### config.mk
export PLATFORM = sky130hd
export DESIGN_NAME = csa_accumulator_flat
export DESIGN_NICKNAME = d
export VERILOG_FILES = /design/src/rtl/csa_accumulator_if.sv /design/src/rtl/csa_accumulator.sv /design/src/flat_wrapper.sv
export SDC_FILE = /design/constraint.sdc
export NUM_CORES = 1
export LEC_CHECK = 0
export ABC_AREA = 0
export CAP_MARGIN = 20
export CORE_MARGIN = 10
export CORE_UTILIZATION = 58
export DETAILED_ROUTE_END_ITERATION = 6
export GPL_ROUTABILITY_DRIVEN = 0
export PLACE_DENSITY = 0.85
export SYNTH_ARGS = -nofsm -noshare
export SYNTH_HDL_FRONTEND = slang
export SYNTH_SLANG_ARGS = --single-unit
### constraint.sdc
create_clock -name clk -period 3.55 [get_ports clk]
set_input_delay 0.355 -clock clk [delete_from_list [all_inputs] [get_ports clk]]
set_output_delay 0.355 -clock clk [all_outputs]
set_load 0.05 [all_outputs]
### src/rtl/csa_accumulator_if.sv
// rtl/csa_accumulator_if.sv - row input and result output bundle for csa_accumulator
interface csa_accumulator_if;
    logic         row_valid;
    logic         row_ready;
    logic [127:0] row_data;
    logic         row_last;
    logic         res_valid;
    logic         res_ready;
    logic [127:0] res_data;
    logic [7:0]   row_count;

    modport master (
        output row_valid, row_data, row_last, res_ready,
        input  row_ready, res_valid, res_data, row_count
    );

    modport slave (
        input  row_valid, row_data, row_last, res_ready,
        output row_ready, res_valid, res_data, row_count
    );
endinterface

### src/rtl/csa_accumulator.sv
// rtl/csa_accumulator.sv - carry-save row accumulator with final carry-propagate resolve
// Optional CSA_ACC_CHUNKED_CPA_EN: resolve one CHUNK_W slice per cycle with a registered carry.
module csa_accumulator #(
    parameter int CHUNK_W = 32
) (
    input  logic clk,
    input  logic rst_n,
    csa_accumulator_if.slave bus
);
    localparam logic [1:0] IDLE    = 2'd0;
    localparam logic [1:0] ACCUM   = 2'd1;
    localparam logic [1:0] RESOLVE = 2'd2;
    localparam logic [1:0] DONE    = 2'd3;

    // Elaboration fails on an unresolved module if the chunk width does not tile 128 bits.
    generate
        if (CHUNK_W <= 0 || (128 % CHUNK_W) != 0) begin : g_bad_chunk_w
            csa_accumulator_chunk_w_must_divide_128 u_bad ();
        end
    endgenerate

    logic [1:0]   state;
    logic [127:0] s_q;
    logic [127:0] c_q;
    logic [127:0] res_q;
    logic [7:0]   count_q;
    logic         accept;
    logic [126:0] maj;

    assign bus.row_ready = (state == IDLE) || (state == ACCUM);
    assign accept        = bus.row_valid && bus.row_ready;
    assign bus.res_valid = (state == DONE);
    assign bus.res_data  = (state == DONE) ? res_q : '0;
    assign bus.row_count = count_q;

    // Majority bit 127 would shift out of the 128-bit carry word, so only 127 bits are formed.
    assign maj = (s_q[126:0] & c_q[126:0])
               | (s_q[126:0] & bus.row_data[126:0])
               | (c_q[126:0] & bus.row_data[126:0]);

`ifdef CSA_ACC_CHUNKED_CPA_EN
    localparam int NCHUNK = 128 / CHUNK_W;
    localparam int CIDX_W = (NCHUNK > 1) ? $clog2(NCHUNK) : 1;

    logic [CIDX_W-1:0] chunk_idx;
    logic              chunk_carry;
    logic [CHUNK_W:0]  chunk_sum;
    logic              chunk_last;

    assign chunk_sum  = {1'b0, s_q[int'(chunk_idx)*CHUNK_W +: CHUNK_W]}
                      + {1'b0, c_q[int'(chunk_idx)*CHUNK_W +: CHUNK_W]}
                      + (CHUNK_W+1)'(chunk_carry);
    assign chunk_last = (int'(chunk_idx) == NCHUNK - 1);
`endif

    always_ff @(posedge clk or negedge rst_n) begin
        if (!rst_n) begin
            state   <= IDLE;
            s_q     <= '0;
            c_q     <= '0;
            res_q   <= '0;
            count_q <= '0;
`ifdef CSA_ACC_CHUNKED_CPA_EN
            chunk_idx   <= '0;
            chunk_carry <= 1'b0;
`endif
        end else begin
            case (state)
                IDLE, ACCUM: begin
                    if (accept) begin
                        s_q   <= s_q ^ c_q ^ bus.row_data;
                        c_q   <= {maj, 1'b0};
                        if (count_q != 8'hFF)
                            count_q <= count_q + 8'd1;
                        state <= bus.row_last ? RESOLVE : ACCUM;
                    end
                end
                RESOLVE: begin
`ifdef CSA_ACC_CHUNKED_CPA_EN
                    res_q[int'(chunk_idx)*CHUNK_W +: CHUNK_W] <= chunk_sum[CHUNK_W-1:0];
                    if (chunk_last) begin
                        chunk_idx   <= '0;
                        chunk_carry <= 1'b0;
                        state       <= DONE;
                    end else begin
                        chunk_idx   <= chunk_idx + 1'b1;
                        chunk_carry <= chunk_sum[CHUNK_W];
                    end
`else
                    res_q <= s_q + c_q;
                    state <= DONE;
`endif
                end
                DONE: begin
                    if (bus.res_ready) begin
                        state   <= IDLE;
                        s_q     <= '0;
                        c_q     <= '0;
                        res_q   <= '0;
                        count_q <= '0;
                    end
                end
                default: state <= IDLE;
            endcase
        end
    end
endmodule
### src/flat_wrapper.sv
// flat-port wrapper written by rule: the top's interface ports become plain ports
module csa_accumulator_flat 
#(
    parameter int CHUNK_W = 32
)
  (clk, rst_n, bus_row_valid, bus_row_data, bus_row_last, bus_res_ready, bus_row_ready, bus_res_valid, bus_res_data, bus_row_count);
  csa_accumulator_if bus_i ();
  input  logic clk;
  input  logic rst_n;
  input wire logic [$bits(bus_i.row_valid)-1:0] bus_row_valid;
  input wire logic [$bits(bus_i.row_data)-1:0] bus_row_data;
  input wire logic [$bits(bus_i.row_last)-1:0] bus_row_last;
  input wire logic [$bits(bus_i.res_ready)-1:0] bus_res_ready;
  output wire logic [$bits(bus_i.row_ready)-1:0] bus_row_ready;
  output wire logic [$bits(bus_i.res_valid)-1:0] bus_res_valid;
  output wire logic [$bits(bus_i.res_data)-1:0] bus_res_data;
  output wire logic [$bits(bus_i.row_count)-1:0] bus_row_count;
  assign bus_i.row_valid = bus_row_valid;
  assign bus_i.row_data = bus_row_data;
  assign bus_i.row_last = bus_row_last;
  assign bus_i.res_ready = bus_res_ready;
  assign bus_row_ready = bus_i.row_ready;
  assign bus_res_valid = bus_i.res_valid;
  assign bus_res_data = bus_i.res_data;
  assign bus_row_count = bus_i.row_count;
  csa_accumulator #(.CHUNK_W(CHUNK_W)) u_core (.clk(clk), .rst_n(rst_n), .bus(bus_i));
endmodule
==> qor.txt <==
Worst vdd ir: 0.882 mV
Asr flop ratio synth: 1.00
TritonCTS clock tree: done
Cell chain of the critical path: ha_1, a21o_1, nand4_1, a2111o_1, a311oi_4, o31a_2, o21ai_1, a211o_1, a21oi_1, a31oi_1, xor2_1, o21ai_1
Worst r2r path cells: 12
Post-synth top area cell: dfrtp_1
Status: completed
# DRC: 0
Leakage: 13.8 nW
Family with the most delay on the worst path: compound AO/OA/AOI/OAI gates
First-pass GRT wire length: 136000 um
Number of enable flip-flop cells after synthesis: 0
Antenna Nets Post-Route: 0
CP endpoint kind: flop
Crit path launch: u_core.c_q[2]
Startpoint types: flop
Setup WS pre-CTS: -0.112 ns
Largest net degree at the start of global routing: 142
Seq cells post-synth: 393
DRT iter0 DRCs: 2984
Hold Path Class: in2reg
Crit path required time: 4.01 ns
Via Count: 24500
CTS Buffer Depth: 3
DRT Pass-1 Iters: 6
CP max FO: 4
Final clock skew: 0.0199 ns
Synthesized area: 26500 um2
Core Rows: 78
Hold path endpoint: u_core.state[1]
Slowest CP cell: a2111o_1
Largest stage delay, worst path: 0.50 ns
Post-detail-place hpwl: 62400 um
Power Density: 964 nW/um2
Fmax: 0.285 GHz
Setup_tns: 0 ns
RR Startpoint: u_core.c_q[2]
Slack of the critical path: 0.0412 ns
Worst reg2reg setup slack: 0.04 ns
Crit path buffers/inverters: 0
Final min period: 3.51 ns
Worst skew pair latency: 0.59 ns
I/O Pins: 271
Max-slew violation count: 0
Die Area: 54600 um2
Most used cell, CP: o21ai_1
Dominant synthesized flop cell: dfrtp_1
Clock root buffer: clkbuf_16
Vias/cell: 6.95
Arrival time at the worst endpoint: 3.97 ns
Starting Density: 0.585
Area share of the largest cell type after synthesis: 0.371
Hold Path Cell Cnt: 3
Clk sinks: 393
Die Wd: 234 um
Worst Hold Launch: bus_row_valid
Clock-pin transition on the worst setup and hold timing paths: 0.06 ns
Total Wirelength: 86000 um
Avg Inst Size Synth: 9.80 um2
Final worst-path cycle share: 0.988
Grt total ovfl: 0
TritonCTS Buffers: 43
Setup violations, final: 0
H-tree Lvls: 2
CP Class: reg2reg
RSZ-0062 raised after global routing: true
Max-Slew Margin vs Limit: 0.426
Core region area: 45300 um2
Die Ht: 234 um
Max cap viols: 0
Tightest Pin Transition: 0.860 ns
R2R Path End: u_core.res_q[86]
Vias in the first global route: 24500
Post-synthesis sequential area ratio: 0.371
Post-layout nets: 3280
Final core occ: 0.697
Proportion of layout cells with a drive suffix above 1: 0.0783
YS warnings: 0
Post-Synthesis Net Count: 3093
Initial antenna violation count: 0
Hold Vio Cnt, Final: 0
GRT Util Overall: 0.311
Mapped Cells: 2705
Area growth, synth to finish: 19.0%
Number of I/O port buffers: 270
WL/cell: 24.4 um
Synth unique cells: 87
Largest cells by area after synthesis: dfrtp_1 (37%), fa_1 (9.6%), a32o_1 (9.3%)
cells in the final DEF, fill, tap and decap left out, drive strengths merged, types with 46 or more instances in the layout:
| cell type | Yosys | routed |
|---|---|---|
| dfrtp | 393 | 393 |
| xor2 | 59 | 59 |
| buf | 17 | 83 |
| fa | 127 | 127 |
| xnor2 | 64 | 64 |
| clkdlybuf4s50 | 0 | 268 |
| a21o | 47 | 47 |
| clkbuf | 192 | 58 |
| a21oi | 214 | 214 |
| a32o | 246 | 246 |
| o21ai | 237 | 237 |
| inv | 44 | 46 |
| ha | 128 | 128 |
| nand2 | 277 | 277 |
| and3 | 137 | 137 |
| nor2 | 128 | 128 |
| nand4 | 71 | 71 |
logic make-up after synthesis:
logic type                 share of synthesized area
muxes                                        0.00113
AOI/OAI and AO/OA                              0.251
xor gates and xnor gates                      0.0407
buffers and inverters                         0.0423
and+or+nand+nor                                0.137
DFF                                            0.371
adders and majority gates                      0.156
worst max path at each step:
stage / endpoint / slack (ns) / cells past startpoint
finish: u_core.res_q[86] / 0.04 / 12
global route: u_core.res_q[126] / -0.02 / 12
CTS: u_core.res_q[125] / 0.003 / 14
detailed placement: u_core.res_q[127] / -0.11 / 14
global placement: u_core.res_q[93] / -0.03 / 14
floorplan: u_core.res_q[63] / 0.35 / 12
flip-flops by register name, indices dropped and copies added (netlist names):
signal and cells:
u_core.bus.row_count 8, u_core.c_q 127, u_core.res_q 128, u_core.s_q 128, u_core.state 2
stage by stage:
step | hold slack, ns | cells | cell area (um2) | power, W
6_report | 0.224 | 3526 | 31500 | 0.0304
5_1_grt | 0.280 | 3525 | 31500 | 0.0322
4_1_cts | 0.195 | 3521 | 31400 | 0.0299
3_5_place_dp | 0.342 | 3442 | 29800 | 0.0245
3_3_place_gp | 0.339 | 3442 | 29800 | 0.0238
2_1_floorplan | 0.0594 | 2705 | 26500 | 0.0194
routing by layer:
layer / global-route usage / routed length [um] / vias to the layer above
li1: - / - / 10500
met1: 0.401 / 32600 / 12100
met2: 0.490 / 39500 / 1649
met3: 0.0841 / 10300 / 297
met4: 0.130 / 3660 / 0
met5: 0 / 0 / -
layout make-up:
cell class | instances | area (um2)
Clock buffer | 58 | 1240
Inverter | 45 | 174
Clock inverter | 20 | 340
Antenna cell | 1 | 2.50
Tap cell | 600 | 751
Sequential cell | 393 | 9840
Timing Repair Buffer | 352 | 3460
Multi-Input combinational cell | 2057 | 15700
Fill cell | 3299 | 13700
power breakdown:
group	internal [W]	total, W	switching, W
combinational	0.00638	0.0169	0.0105
clock	0.00312	0.00510	0.00198
sequential	0.00627	0.00843	0.00216
worst reg2reg max path, stage by stage (launching register included):
cell      delay, ns
dfrtp_1        0.44
ha_1           0.31
a21o_1         0.17
nand4_1        0.18
a2111o_1       0.50
a311oi_4       0.29
o31a_2         0.27
o21ai_1        0.17
a211o_1        0.31
a21oi_1        0.32
a31oi_1        0.18
xor2_1         0.18
o21ai_1        0.08
what timing repair did:
action                                  4_1_cts  5_1_grt
pin swaps                                     0        9
setup buffers                                 0        4
resized for setup                             6       32
hold endpoints to repair                     55        0
hold buffers                                  1        0
endpoints found under the setup margin       10       47
cell usage after synthesis (all sizes together), types with 10 or more instances:
| cell type | number |
|---|---|
| nand4 | 71 |
| a211oi | 12 |
| buf | 17 |
| or3 | 11 |
| nor4 | 15 |
| a21o | 47 |
| ha | 128 |
| nor2 | 128 |
| nand2 | 277 |
| o21a | 10 |
| fa | 127 |
| o211ai | 10 |
| o21bai | 41 |
| inv | 44 |
| clkbuf | 192 |
| a31oi | 14 |
| a21boi | 16 |
| o31ai | 15 |
| dfrtp | 393 |
| a32o | 246 |
| xnor2 | 64 |
| nor3 | 37 |
| nand3 | 25 |
| xor2 | 59 |
| a22o | 21 |
| a21oi | 214 |
| o21ai | 237 |
| and3 | 137 |
No activity file was read; power rests on OpenSTA's default activity.
